**config.mk**
```make
export PLATFORM = sky130hd
export DESIGN_NAME = alu_scheduler_flat
export DESIGN_NICKNAME = d
export VERILOG_FILES = /design/src/rtl/alu_scheduler_pkg.sv /design/src/rtl/alu_scheduler_if.sv /design/src/rtl/alu_scheduler_rr_arbiter2.sv /design/src/rtl/alu_scheduler.sv /design/src/flat_wrapper.sv
export SDC_FILE = /design/constraint.sdc
export NUM_CORES = 1
export LEC_CHECK = 0
export CAP_MARGIN = 20
export CORE_AREA = 2 2 186 188
export CTS_CLUSTER_DIAMETER = 120
export DETAILED_ROUTE_END_ITERATION = 16
export DIE_AREA = 0 0 188 190
export GPL_ROUTABILITY_DRIVEN = 0
export HOLD_SLACK_MARGIN = 0.03
export PLACE_DENSITY = 0.57
export SETUP_SLACK_MARGIN = 0.1
export SLEW_MARGIN = 30
export SYNTH_ARGS = -nofsm -noshare
export SYNTH_HDL_FRONTEND = slang
export SYNTH_HIERARCHICAL = 1
export SYNTH_SLANG_ARGS = --single-unit
export TNS_END_PERCENT = 1
```
**constraint.sdc**
```tcl
create_clock -name clk -period 12.4 [get_ports clk]
set_input_delay 2.48 -clock clk [delete_from_list [all_inputs] [get_ports clk]]
set_output_delay 2.48 -clock clk [all_outputs]
set_load 0.05 [all_outputs]
```
**src/rtl/alu_scheduler_pkg.sv**
```systemverilog
// rtl/alu_scheduler_pkg.sv - shared constants, state encoding and op decode for alu_scheduler
package alu_scheduler_pkg;

  localparam int DATA_WIDTH = 32;

  localparam logic [5:0] ALU_COMPARER  = 6'h01;
  localparam logic [5:0] ALU_JUMP_COND = 6'h02;

  typedef enum logic [1:0] {
    ALU_SCHED_IDLE = 2'd0,
    ALU_SCHED_EXEC = 2'd1,
    ALU_SCHED_RESP = 2'd2
  } sched_state_t;

  function automatic logic op_supported(input logic [5:0] op);
    return (op == ALU_COMPARER) || (op == ALU_JUMP_COND);
  endfunction

endpackage

```
**src/rtl/alu_scheduler_if.sv**
```systemverilog
// rtl/alu_scheduler_if.sv - requester request/response channels plus the shared alu drive/return bus
interface alu_scheduler_if #(
  parameter int DW = 32
);
  logic [1:0]    i_req_valid;
  logic [1:0]    o_req_ready;
  logic [5:0]    i_req0_op;
  logic [DW-1:0] i_req0_operand0;
  logic [DW-1:0] i_req0_operand1;
  logic [DW-1:0] i_req0_direct_addr;
  logic [DW-1:0] i_req0_program_addr;
  logic [5:0]    i_req1_op;
  logic [DW-1:0] i_req1_operand0;
  logic [DW-1:0] i_req1_operand1;
  logic [DW-1:0] i_req1_direct_addr;
  logic [DW-1:0] i_req1_program_addr;
  logic [1:0]    o_rsp_valid;
  logic [1:0]    i_rsp_ready;
  logic [DW-1:0] o_rsp_data;
  logic          o_rsp_err;
  logic [5:0]    o_unit_alu_output_en;
  logic [DW-1:0] o_operand0;
  logic [DW-1:0] o_operand1;
  logic [DW-1:0] o_direct_addr;
  logic [DW-1:0] o_program_addr;
  logic [DW-1:0] i_alu_output;

  modport slave (
    input  i_req_valid, i_req0_op, i_req0_operand0, i_req0_operand1, i_req0_direct_addr,
           i_req0_program_addr, i_req1_op, i_req1_operand0, i_req1_operand1,
           i_req1_direct_addr, i_req1_program_addr, i_rsp_ready, i_alu_output,
    output o_req_ready, o_rsp_valid, o_rsp_data, o_rsp_err, o_unit_alu_output_en,
           o_operand0, o_operand1, o_direct_addr, o_program_addr
  );

  modport master (
    output i_req_valid, i_req0_op, i_req0_operand0, i_req0_operand1, i_req0_direct_addr,
           i_req0_program_addr, i_req1_op, i_req1_operand0, i_req1_operand1,
           i_req1_direct_addr, i_req1_program_addr, i_rsp_ready, i_alu_output,
    input  o_req_ready, o_rsp_valid, o_rsp_data, o_rsp_err, o_unit_alu_output_en,
           o_operand0, o_operand1, o_direct_addr, o_program_addr
  );

endinterface

```
**src/rtl/alu_scheduler_rr_arbiter2.sv**
```systemverilog
// rtl/alu_scheduler_rr_arbiter2.sv - two-way round-robin arbiter, combinational grant, registered last grant
module alu_scheduler_rr_arbiter2 (
  input  logic       clk,
  input  logic       rst,
  input  logic [1:0] i_valid,
  input  logic       i_update,
  output logic       o_grant,
  output logic       o_any
);
  logic r_last_grant;

  // Last grant resets to 1 so requester 0 wins the first contention.
  always_ff @(posedge clk or posedge rst) begin
    if (rst)           r_last_grant <= 1'b1;
    else if (i_update) r_last_grant <= o_grant;
  end

  always_comb begin
    o_any = |i_valid;
    if (&i_valid) o_grant = ~r_last_grant;
    else          o_grant = i_valid[1];
  end

endmodule

```
**src/rtl/alu_scheduler.sv**
```systemverilog
// rtl/alu_scheduler.sv - shares one alu between two requesters, one operation in flight at a time
module alu_scheduler
  import alu_scheduler_pkg::*;
#(
  parameter int DW      = DATA_WIDTH,
  parameter int ALU_LAT = 1
) (
  input logic            clk,
  input logic            rst,
  alu_scheduler_if.slave bus
);
  if (ALU_LAT < 1 || ALU_LAT > 15) begin : g_bad_lat
    $error("alu_scheduler: ALU_LAT must be in 1..15");
  end

  localparam logic [3:0] LAT_M1 = 4'(ALU_LAT - 1);

  sched_state_t  r_state;
  sched_state_t  w_next;
  logic          w_grant;
  logic          w_any;
  logic          w_accept;
  logic          w_rsp_hs;
  logic [1:0]    w_req_ready;
  logic [1:0]    w_rsp_valid;
  logic [5:0]    w_op;
  logic [DW-1:0] w_operand0;
  logic [DW-1:0] w_operand1;
  logic [DW-1:0] w_direct_addr;
  logic [DW-1:0] w_program_addr;

  logic          r_grant;
  logic [3:0]    r_cnt;
  logic [5:0]    r_en;
  logic [DW-1:0] r_operand0;
  logic [DW-1:0] r_operand1;
  logic [DW-1:0] r_direct_addr;
  logic [DW-1:0] r_program_addr;
  logic [DW-1:0] r_data;
  logic          r_err;

  alu_scheduler_rr_arbiter2 u_arb (
    .clk      (clk),
    .rst      (rst),
    .i_valid  (bus.i_req_valid),
    .i_update (w_accept),
    .o_grant  (w_grant),
    .o_any    (w_any)
  );

  // Ready is gated by rst so no accept is advertised while reset is held.
  assign w_accept       = (r_state == ALU_SCHED_IDLE) && w_any && !rst;
  assign w_rsp_hs       = (r_state == ALU_SCHED_RESP) && bus.i_rsp_ready[r_grant];
  assign w_op           = w_grant ? bus.i_req1_op           : bus.i_req0_op;
  assign w_operand0     = w_grant ? bus.i_req1_operand0     : bus.i_req0_operand0;
  assign w_operand1     = w_grant ? bus.i_req1_operand1     : bus.i_req0_operand1;
  assign w_direct_addr  = w_grant ? bus.i_req1_direct_addr  : bus.i_req0_direct_addr;
  assign w_program_addr = w_grant ? bus.i_req1_program_addr : bus.i_req0_program_addr;

  always_ff @(posedge clk or posedge rst) begin
    if (rst) r_state <= ALU_SCHED_IDLE;
    else     r_state <= w_next;
  end

  always_comb begin
    w_next = r_state;
    case (r_state)
      ALU_SCHED_IDLE: if (w_accept) w_next = op_supported(w_op) ? ALU_SCHED_EXEC : ALU_SCHED_RESP;
      ALU_SCHED_EXEC: if (r_cnt == 4'd0) w_next = ALU_SCHED_RESP;
      ALU_SCHED_RESP: if (w_rsp_hs) w_next = ALU_SCHED_IDLE;
      default:        w_next = ALU_SCHED_IDLE;
    endcase
  end

  always_comb begin
    w_req_ready = 2'b00;
    w_rsp_valid = 2'b00;
    if (w_accept)                      w_req_ready[w_grant] = 1'b1;
    if (r_state == ALU_SCHED_RESP)     w_rsp_valid[r_grant] = 1'b1;
  end

  always_ff @(posedge clk or posedge rst) begin
    if (rst) begin
      r_grant        <= 1'b0;
      r_cnt          <= 4'd0;
      r_en           <= 6'h0;
      r_operand0     <= '0;
      r_operand1     <= '0;
      r_direct_addr  <= '0;
      r_program_addr <= '0;
      r_data         <= '0;
      r_err          <= 1'b0;
    end else begin
      if (w_accept) begin
        r_grant        <= w_grant;
        r_cnt          <= LAT_M1;
        r_operand0     <= w_operand0;
        r_operand1     <= w_operand1;
        r_direct_addr  <= w_direct_addr;
        r_program_addr <= w_program_addr;
        if (op_supported(w_op)) begin
          r_en  <= w_op;
          r_err <= 1'b0;
        end else begin
          r_en   <= 6'h0;
          r_data <= '0;
          r_err  <= 1'b1;
        end
      end
      if (r_state == ALU_SCHED_EXEC) begin
        r_cnt <= r_cnt - 4'd1;
        if (r_cnt == 4'd0) r_data <= bus.i_alu_output;
      end
      if (w_rsp_hs) r_en <= 6'h0;
    end
  end

  assign bus.o_req_ready          = w_req_ready;
  assign bus.o_rsp_valid          = w_rsp_valid;
  assign bus.o_rsp_data           = r_data;
  assign bus.o_rsp_err            = r_err;
  assign bus.o_unit_alu_output_en = r_en;
  assign bus.o_operand0           = r_operand0;
  assign bus.o_operand1           = r_operand1;
  assign bus.o_direct_addr        = r_direct_addr;
  assign bus.o_program_addr       = r_program_addr;

endmodule

```
**src/flat_wrapper.sv**
```systemverilog
// flat-port wrapper written by rule: the top's interface ports become plain ports
module alu_scheduler_flat import alu_scheduler_pkg::*;
#(
  parameter int DW      = DATA_WIDTH,
  parameter int ALU_LAT = 1
)
  (clk, rst, bus_i_req_valid, bus_i_req0_op, bus_i_req0_operand0, bus_i_req0_operand1, bus_i_req0_direct_addr, bus_i_req0_program_addr, bus_i_req1_op, bus_i_req1_operand0, bus_i_req1_operand1, bus_i_req1_direct_addr, bus_i_req1_program_addr, bus_i_rsp_ready, bus_i_alu_output, bus_o_req_ready, bus_o_rsp_valid, bus_o_rsp_data, bus_o_rsp_err, bus_o_unit_alu_output_en, bus_o_operand0, bus_o_operand1, bus_o_direct_addr, bus_o_program_addr);
  alu_scheduler_if #(.DW(DW)) bus_i ();
  input logic clk;
  input logic rst;
  input wire logic [$bits(bus_i.i_req_valid)-1:0] bus_i_req_valid;
  input wire logic [$bits(bus_i.i_req0_op)-1:0] bus_i_req0_op;
  input wire logic [$bits(bus_i.i_req0_operand0)-1:0] bus_i_req0_operand0;
  input wire logic [$bits(bus_i.i_req0_operand1)-1:0] bus_i_req0_operand1;
  input wire logic [$bits(bus_i.i_req0_direct_addr)-1:0] bus_i_req0_direct_addr;
  input wire logic [$bits(bus_i.i_req0_program_addr)-1:0] bus_i_req0_program_addr;
  input wire logic [$bits(bus_i.i_req1_op)-1:0] bus_i_req1_op;
  input wire logic [$bits(bus_i.i_req1_operand0)-1:0] bus_i_req1_operand0;
  input wire logic [$bits(bus_i.i_req1_operand1)-1:0] bus_i_req1_operand1;
  input wire logic [$bits(bus_i.i_req1_direct_addr)-1:0] bus_i_req1_direct_addr;
  input wire logic [$bits(bus_i.i_req1_program_addr)-1:0] bus_i_req1_program_addr;
  input wire logic [$bits(bus_i.i_rsp_ready)-1:0] bus_i_rsp_ready;
  input wire logic [$bits(bus_i.i_alu_output)-1:0] bus_i_alu_output;
  output wire logic [$bits(bus_i.o_req_ready)-1:0] bus_o_req_ready;
  output wire logic [$bits(bus_i.o_rsp_valid)-1:0] bus_o_rsp_valid;
  output wire logic [$bits(bus_i.o_rsp_data)-1:0] bus_o_rsp_data;
  output wire logic [$bits(bus_i.o_rsp_err)-1:0] bus_o_rsp_err;
  output wire logic [$bits(bus_i.o_unit_alu_output_en)-1:0] bus_o_unit_alu_output_en;
  output wire logic [$bits(bus_i.o_operand0)-1:0] bus_o_operand0;
  output wire logic [$bits(bus_i.o_operand1)-1:0] bus_o_operand1;
  output wire logic [$bits(bus_i.o_direct_addr)-1:0] bus_o_direct_addr;
  output wire logic [$bits(bus_i.o_program_addr)-1:0] bus_o_program_addr;
  assign bus_i.i_req_valid = bus_i_req_valid;
  assign bus_i.i_req0_op = bus_i_req0_op;
  assign bus_i.i_req0_operand0 = bus_i_req0_operand0;
  assign bus_i.i_req0_operand1 = bus_i_req0_operand1;
  assign bus_i.i_req0_direct_addr = bus_i_req0_direct_addr;
  assign bus_i.i_req0_program_addr = bus_i_req0_program_addr;
  assign bus_i.i_req1_op = bus_i_req1_op;
  assign bus_i.i_req1_operand0 = bus_i_req1_operand0;
  assign bus_i.i_req1_operand1 = bus_i_req1_operand1;
  assign bus_i.i_req1_direct_addr = bus_i_req1_direct_addr;
  assign bus_i.i_req1_program_addr = bus_i_req1_program_addr;
  assign bus_i.i_rsp_ready = bus_i_rsp_ready;
  assign bus_i.i_alu_output = bus_i_alu_output;
  assign bus_o_req_ready = bus_i.o_req_ready;
  assign bus_o_rsp_valid = bus_i.o_rsp_valid;
  assign bus_o_rsp_data = bus_i.o_rsp_data;
  assign bus_o_rsp_err = bus_i.o_rsp_err;
  assign bus_o_unit_alu_output_en = bus_i.o_unit_alu_output_en;
  assign bus_o_operand0 = bus_i.o_operand0;
  assign bus_o_operand1 = bus_i.o_operand1;
  assign bus_o_direct_addr = bus_i.o_direct_addr;
  assign bus_o_program_addr = bus_i.o_program_addr;
  alu_scheduler #(.DW(DW), .ALU_LAT(ALU_LAT)) u_core (.clk(clk), .rst(rst), .bus(bus_i));
endmodule
```
# Word level (Yosys, flattened, before mapping)
# Index checks and enable logic that the tools add are counted.
# classes
n_addsub	1
n_lt_le_gt_ge	4
eq_ne	7
muxes	29
n_bitwise	1
reduce_logical	14
# ops
cell	n
2-to-1 mux 32 bit	8
2-to-1 mux 6 bit	4
2-to-1 mux 2 bit	6
2-to-1 mux 4 bit	2
equality test 6 x 1 -> 1 bit (second input constant)	1
equality test 6 x 2 -> 1 bit (second input constant)	1
2-to-1 mux 1 bit	6
one-hot mux 2 bit (3 select lines)	1
logical AND 1 bit	5
zero test 4 bit	1
less-than comparator 1 x 2 -> 1 bit (second input constant)	2
!= test 2 x 1 -> 1 bit (second input constant)	2
nonzero test 2 bit	2
subtractor 4 x 1 -> 4 bit (second input constant)	1
AND reduction 3 bit	1
demux 1 bit (select 1 bit)	2
equality test 2 x 1 -> 1 bit (second input constant)	1
equality test 2 bit (second input constant)	1
>= comparator 1 bit (second input constant)	2
zero test 2 bit	1
!= test 2 bit (second input constant)	1
AND reduction 2 bit	1
OR reduction 2 bit	1
zero test 1 bit	1
other kinds (2)	2
# word_totals
register_bits	175
out_inout_bits	171

# Longest topological paths before layout
# depth
ltp_word	9
ltp_mapped	9
depth_no_buf	6

# By module
# Netlist, hierarchy kept.
# by_module_without_submodules
mod	instances	cells_per_inst	area_each_um2	seq_area_each_um2
alu_scheduler	1	764	7817.5	4354.2
alu_scheduler_rr_arbiter2	1	5	62.6	26.3

# Worst setup path after synthesis
# No wires, ideal clock.
# synth_path
path_type	input to output
startpoint	in bus_i_req_valid[1]
endpoint	out bus_o_req_ready[0]
t_arrival_ns	4.119
required_ns	9.920
path_slack_ns	5.801
cell_stages	7
n_path_buf	3
cell_sequence	or2_1 > nand2b_4 > or3_4 > buf_6 > buf_6 > clkbuf_1 > nor2_1
# synth_between
elab_chain_len	7
word_cells_on_any_way	11
classes_between	2 x order compare; 4 x mux; 5 x reduce/logical
# synth_lines
element	line_no	source
start: declaration	flat_wrapper.sv:11	input wire logic [$bits(bus_i.i_req_valid)-1:0] bus_i_req_valid;
AND reduction 2 bit	alu_scheduler_rr_arbiter2.sv:20	if (&i_valid) o_grant = ~r_last_grant;
2-to-1 mux 1 bit	alu_scheduler_rr_arbiter2.sv:20	
less-than comparator 1 x 2 -> 1 bit (not written as such) / >= comparator 1 bit (equally long branches)	alu_scheduler.sv:78	if (w_accept) w_req_ready[w_grant] = 1'b1;
logical AND 1 bit (not written as such)	alu_scheduler.sv:78	
2-to-1 mux 1 bit (not written as such)	alu_scheduler.sv:78	
demux 1 bit (select 1 bit)	--	
2-to-1 mux 2 bit (*)	alu_scheduler.sv:78	
end: declaration	flat_wrapper.sv:24	output wire logic [$bits(bus_i.o_req_ready)-1:0] bus_o_req_ready;
# Every way passes the cells marked *; elsewhere a longest branch is shown, timed or not.

# Final worst setup path
# layout_path
startpoint	in bus_i_req_valid[0]
endpoint	out bus_o_req_ready[1]
# layout_between
word_cells_on_any_way	11
classes_between	2 x order compare; 4 x mux; 5 x reduce/logical
# layout_lines
element	line_no	source
OR reduction 2 bit	alu_scheduler_rr_arbiter2.sv:19	o_any = |i_valid;
named net u_core.w_any	alu_scheduler.sv:21	logic w_any;
logical AND 1 bit (2 in series)	alu_scheduler.sv:52	assign w_accept = (r_state == ALU_SCHED_IDLE) && w_any && !rst;
named net u_core.w_accept	alu_scheduler.sv:22	logic w_accept;
2-to-1 mux 2 bit	alu_scheduler.sv:78	
# The timed path passes the listed nets, and every way through them passes these cells.

==> results_dict.tcl <==
set metrics [dict create \
    status "finished, final reports clean" \
    antenna_found_initial 0 \
    detailedRoute.firstPassIterationCount 4 \
    cts_resized 0 \
    syn_to_final_growth_pct 72.9 \
    p_sw_frac 0.455 \
    p_seq_frac 0.286 \
    vias 6897 \
    cp_common_cell "clkdlybuf4s50_1" \
    final_hold_viol_count 0 \
    post_route_cells_drive_above_1_share 0.0375 \
    ys_types 37 \
    combPwrFrac 0.524 \
    layout_setup_ws_ns 4.38 \
    drc 0 \
    clock.fmax_mhz 125 \
    critPathBufInv 4 \
    syn_inst 769 \
    num-nets-final 1523 \
    post_drt_wl_per_cell_um 16.0 \
    vias_per_cell 4.10 \
    cap_violations 0 \
    cpPeakStageDelay_ns 0.71 \
    synth-main-ff-cell "dfrtp_1" \
    yosysMostFrequentCell "nand2_1" \
    crit_fanout 103 \
    num_io_pins 477 \
    ys_top_cells_by_count "197 x nand2_1, 174 x dfrtp_1, 131 x mux2i_1" \
    grt_use_total 0.150 \
    cp.required_ns 9.92 \
    yosysTopAreaCellShare 0.553 \
    grt_max_degree 137 \
    yosysTopAreaCell "dfrtp_1" \
    initial_core_util 0.232 \
    cts_tree "done" \
    power_mw 3.04 \
    slowest_stage "clkdlybuf4s50_1" \
    ant_nets 0 \
    cts-buffers-inserted 17 \
    dieArea_um2 35700 \
    report.final.slew_viol_count 0 \
    grt_pass1_wl_mm 40.9 \
    slew_headroom 0.345 \
    path_delay_family "buffers and inverters" \
    crit_arrival_ns 5.54 \
    setup-violations-final 0 \
    path_class "input port to output pin" \
    coreArea_um2 33900 \
    syn_area_um2 7880 \
    routed_wl_mm 26.9 \
    skew_ns 0.0106 \
    rsz0062_at_grt "false" \
    ir_drop_mv 0.173 \
    die_y_um 190 \
    post_cts_buffers 0 \
    synth_edf_count 0 \
    ctsHoldBuffers 0 \
    p_switching_mw 1.39 \
    fin_crit_ns 8.02 \
    synth.yosys.warnings 6 \
    rows 68 \
    worstSetupStartpointType "input port" \
    ys_ff_latch 175 \
    antenna_cells 0 \
    synth.net_count 1076 \
    clock_latency_ns 0.44 \
    synthArstFlopShare 1.00 \
    grt-ovfl-total 0 \
    portBuffers 476 \
    p_leak_nw 5.78 \
    grt_pass1_vias 6948 \
    path_cells "clkdlybuf4s50_1 -> or2_1 -> nand2b_4 -> or3_4 -> buf_6 -> inv_1 -> and2_1 -> clkdlybuf4s50_1" \
    clkTransAtPathRegs_ns 0.06 \
    power-per-cell-area_nw_per_um2 223 \
    drtIter0Drc 288 \
    min_path_type "register to register" \
    cts_max_path_buffers 2 \
    p_clk_frac 0.190 \
    htreeDepth 4 \
    end_kind "output pin" \
    finalSetupTns_ns 0 \
    dp_slack_ns 4.07 \
    synth_area_per_cell_um2 10.2 \
    p_int_mw 1.66 \
    hpwl_mm 20.4 \
    fin_crit_sh 0.646 \
    worst_slew_pin_slew_ns 0.982 \
    yosysSeqAreaShare 0.556 \
    synth_area_leaders "dfrtp_1 55%, mux2i_1 17%, nand2_1 9.4%" \
    cts_sinks 175 \
    die_w_um 188 \
    cts-root-buf "clkbuf_16" \
]
## cell type report
cell class	instances	area, µm²
repair buffers	482	4830
clock buffers	20	447
inverters	6	27.5
flip-flops and latches	175	4380
well taps	455	569
clock inverters	11	180
multi-input cells	534	3190
fillers	3351	20300
## worst reg2reg max path: stages, from the launching register on
cell and delay, ns:
dfstp_2 0.38, a21boi_4 0.14, buf_12 0.67, nor3_1 0.16, a22oi_1 0.46, o21a_2 0.68
a21oi_1 0.12
## flip-flops by register name, summed over array words and instances, names as in the netlist
name,flops
u_core/r_cnt,4
u_core/bus.o_unit_alu_output_en,6
u_core/bus.o_program_addr,32
u_core/u_arb/r_last_grant,1
u_core/bus.o_operand1,32
u_core/bus.o_direct_addr,32
u_core/r_grant,1
u_core/r_state,2
u_core/bus.o_rsp_err,1
u_core/bus.o_operand0,32
u_core/bus.o_rsp_data,32
## cells by family after synthesis
logic type,share of synthesized area
AO/OA/AOI/OAI,0.115
XOR/XNOR,0.00334
adder cells (fa/ha/maj),0.00159
buffers and inverters,0.0403
flip-flops,0.556
multiplexers,0.170
AND/OR/NAND/NOR,0.114
## routing by layer
metal	share of wire	up-vias	GRT usage	wire length, µm
met5	0	-	0	0
met2	0.49	269	0.253	13100
met4	0.015	0	0.0469	401
li1	-	3504	-	-
met1	0.42	3100	0.179	11200
met3	0.080	24	0.0507	2140
## worst paths after layout
kind | startpoint | end | slack [ns] | cells after the start
min in group asynchronous | rst | u_core/u_arb/r_last_grant | 2.50 | 2
worst min register to register | u_core/bus.o_direct_addr[8] | u_core/bus.o_direct_addr[8] | 0.48 | 2
worst max register to register | u_core/u_arb/r_last_grant | u_core/bus.o_rsp_data[3] | 9.64 | 6
max in group asynchronous | rst | u_core/bus.o_operand1[1] | 8.72 | 3
worst max-delay path | bus_i_req_valid[0] | bus_o_req_ready[1] | 4.38 | 8
worst min-delay path | u_core/bus.o_direct_addr[8] | u_core/bus.o_direct_addr[8] | 0.48 | 2
## stage by stage
step                instance area [µm²]   util  instances  hold slack, ns
floorplan                          7880      -        769           0.481
global placement                  13000  0.383       1652           0.461
detailed placement                13000  0.383       1652           0.469
CTS                               13600  0.401       1683           0.486
global route                      13600  0.401       1683           0.501
finish                            13600  0.401       1683           0.478
## cell usage in the layout (no fill, tap or decap), types with 3 or more instances in the layout
| cell | synthesis | final |
|---|---|---|
| nand3_1 | 4 | 4 |
| dfrtp_1 | 174 | 174 |
| clkinv_4 | 0 | 3 |
| mux2i_1 | 131 | 131 |
| buf_6 | 8 | 3 |
| o21ai_1 | 50 | 50 |
| clkbuf_16 | 0 | 17 |
| nor3_1 | 3 | 3 |
| a21oi_1 | 34 | 34 |
| and2_1 | 6 | 5 |
| nor2_1 | 5 | 5 |
| inv_1 | 6 | 5 |
| o21ai_0 | 82 | 82 |
| bufinv_16 | 0 | 4 |
| clkdlybuf4s50_1 | 0 | 476 |
| inv_6 | 0 | 4 |
| nand2_1 | 197 | 197 |
## power groups by stage
stage / logic [mW] / registers, mW / clock network, mW
after floorplan: 0.318 / 1.57 / 0
after global placement: 1.61 / 0.877 / 0
after detailed placement: 1.61 / 0.884 / 0
after CTS: 1.61 / 0.875 / 0.602
after global routing: 1.67 / 0.900 / 0.632
final: 1.60 / 0.871 / 0.578
Note: power is estimated with default switching activity, not from simulation.
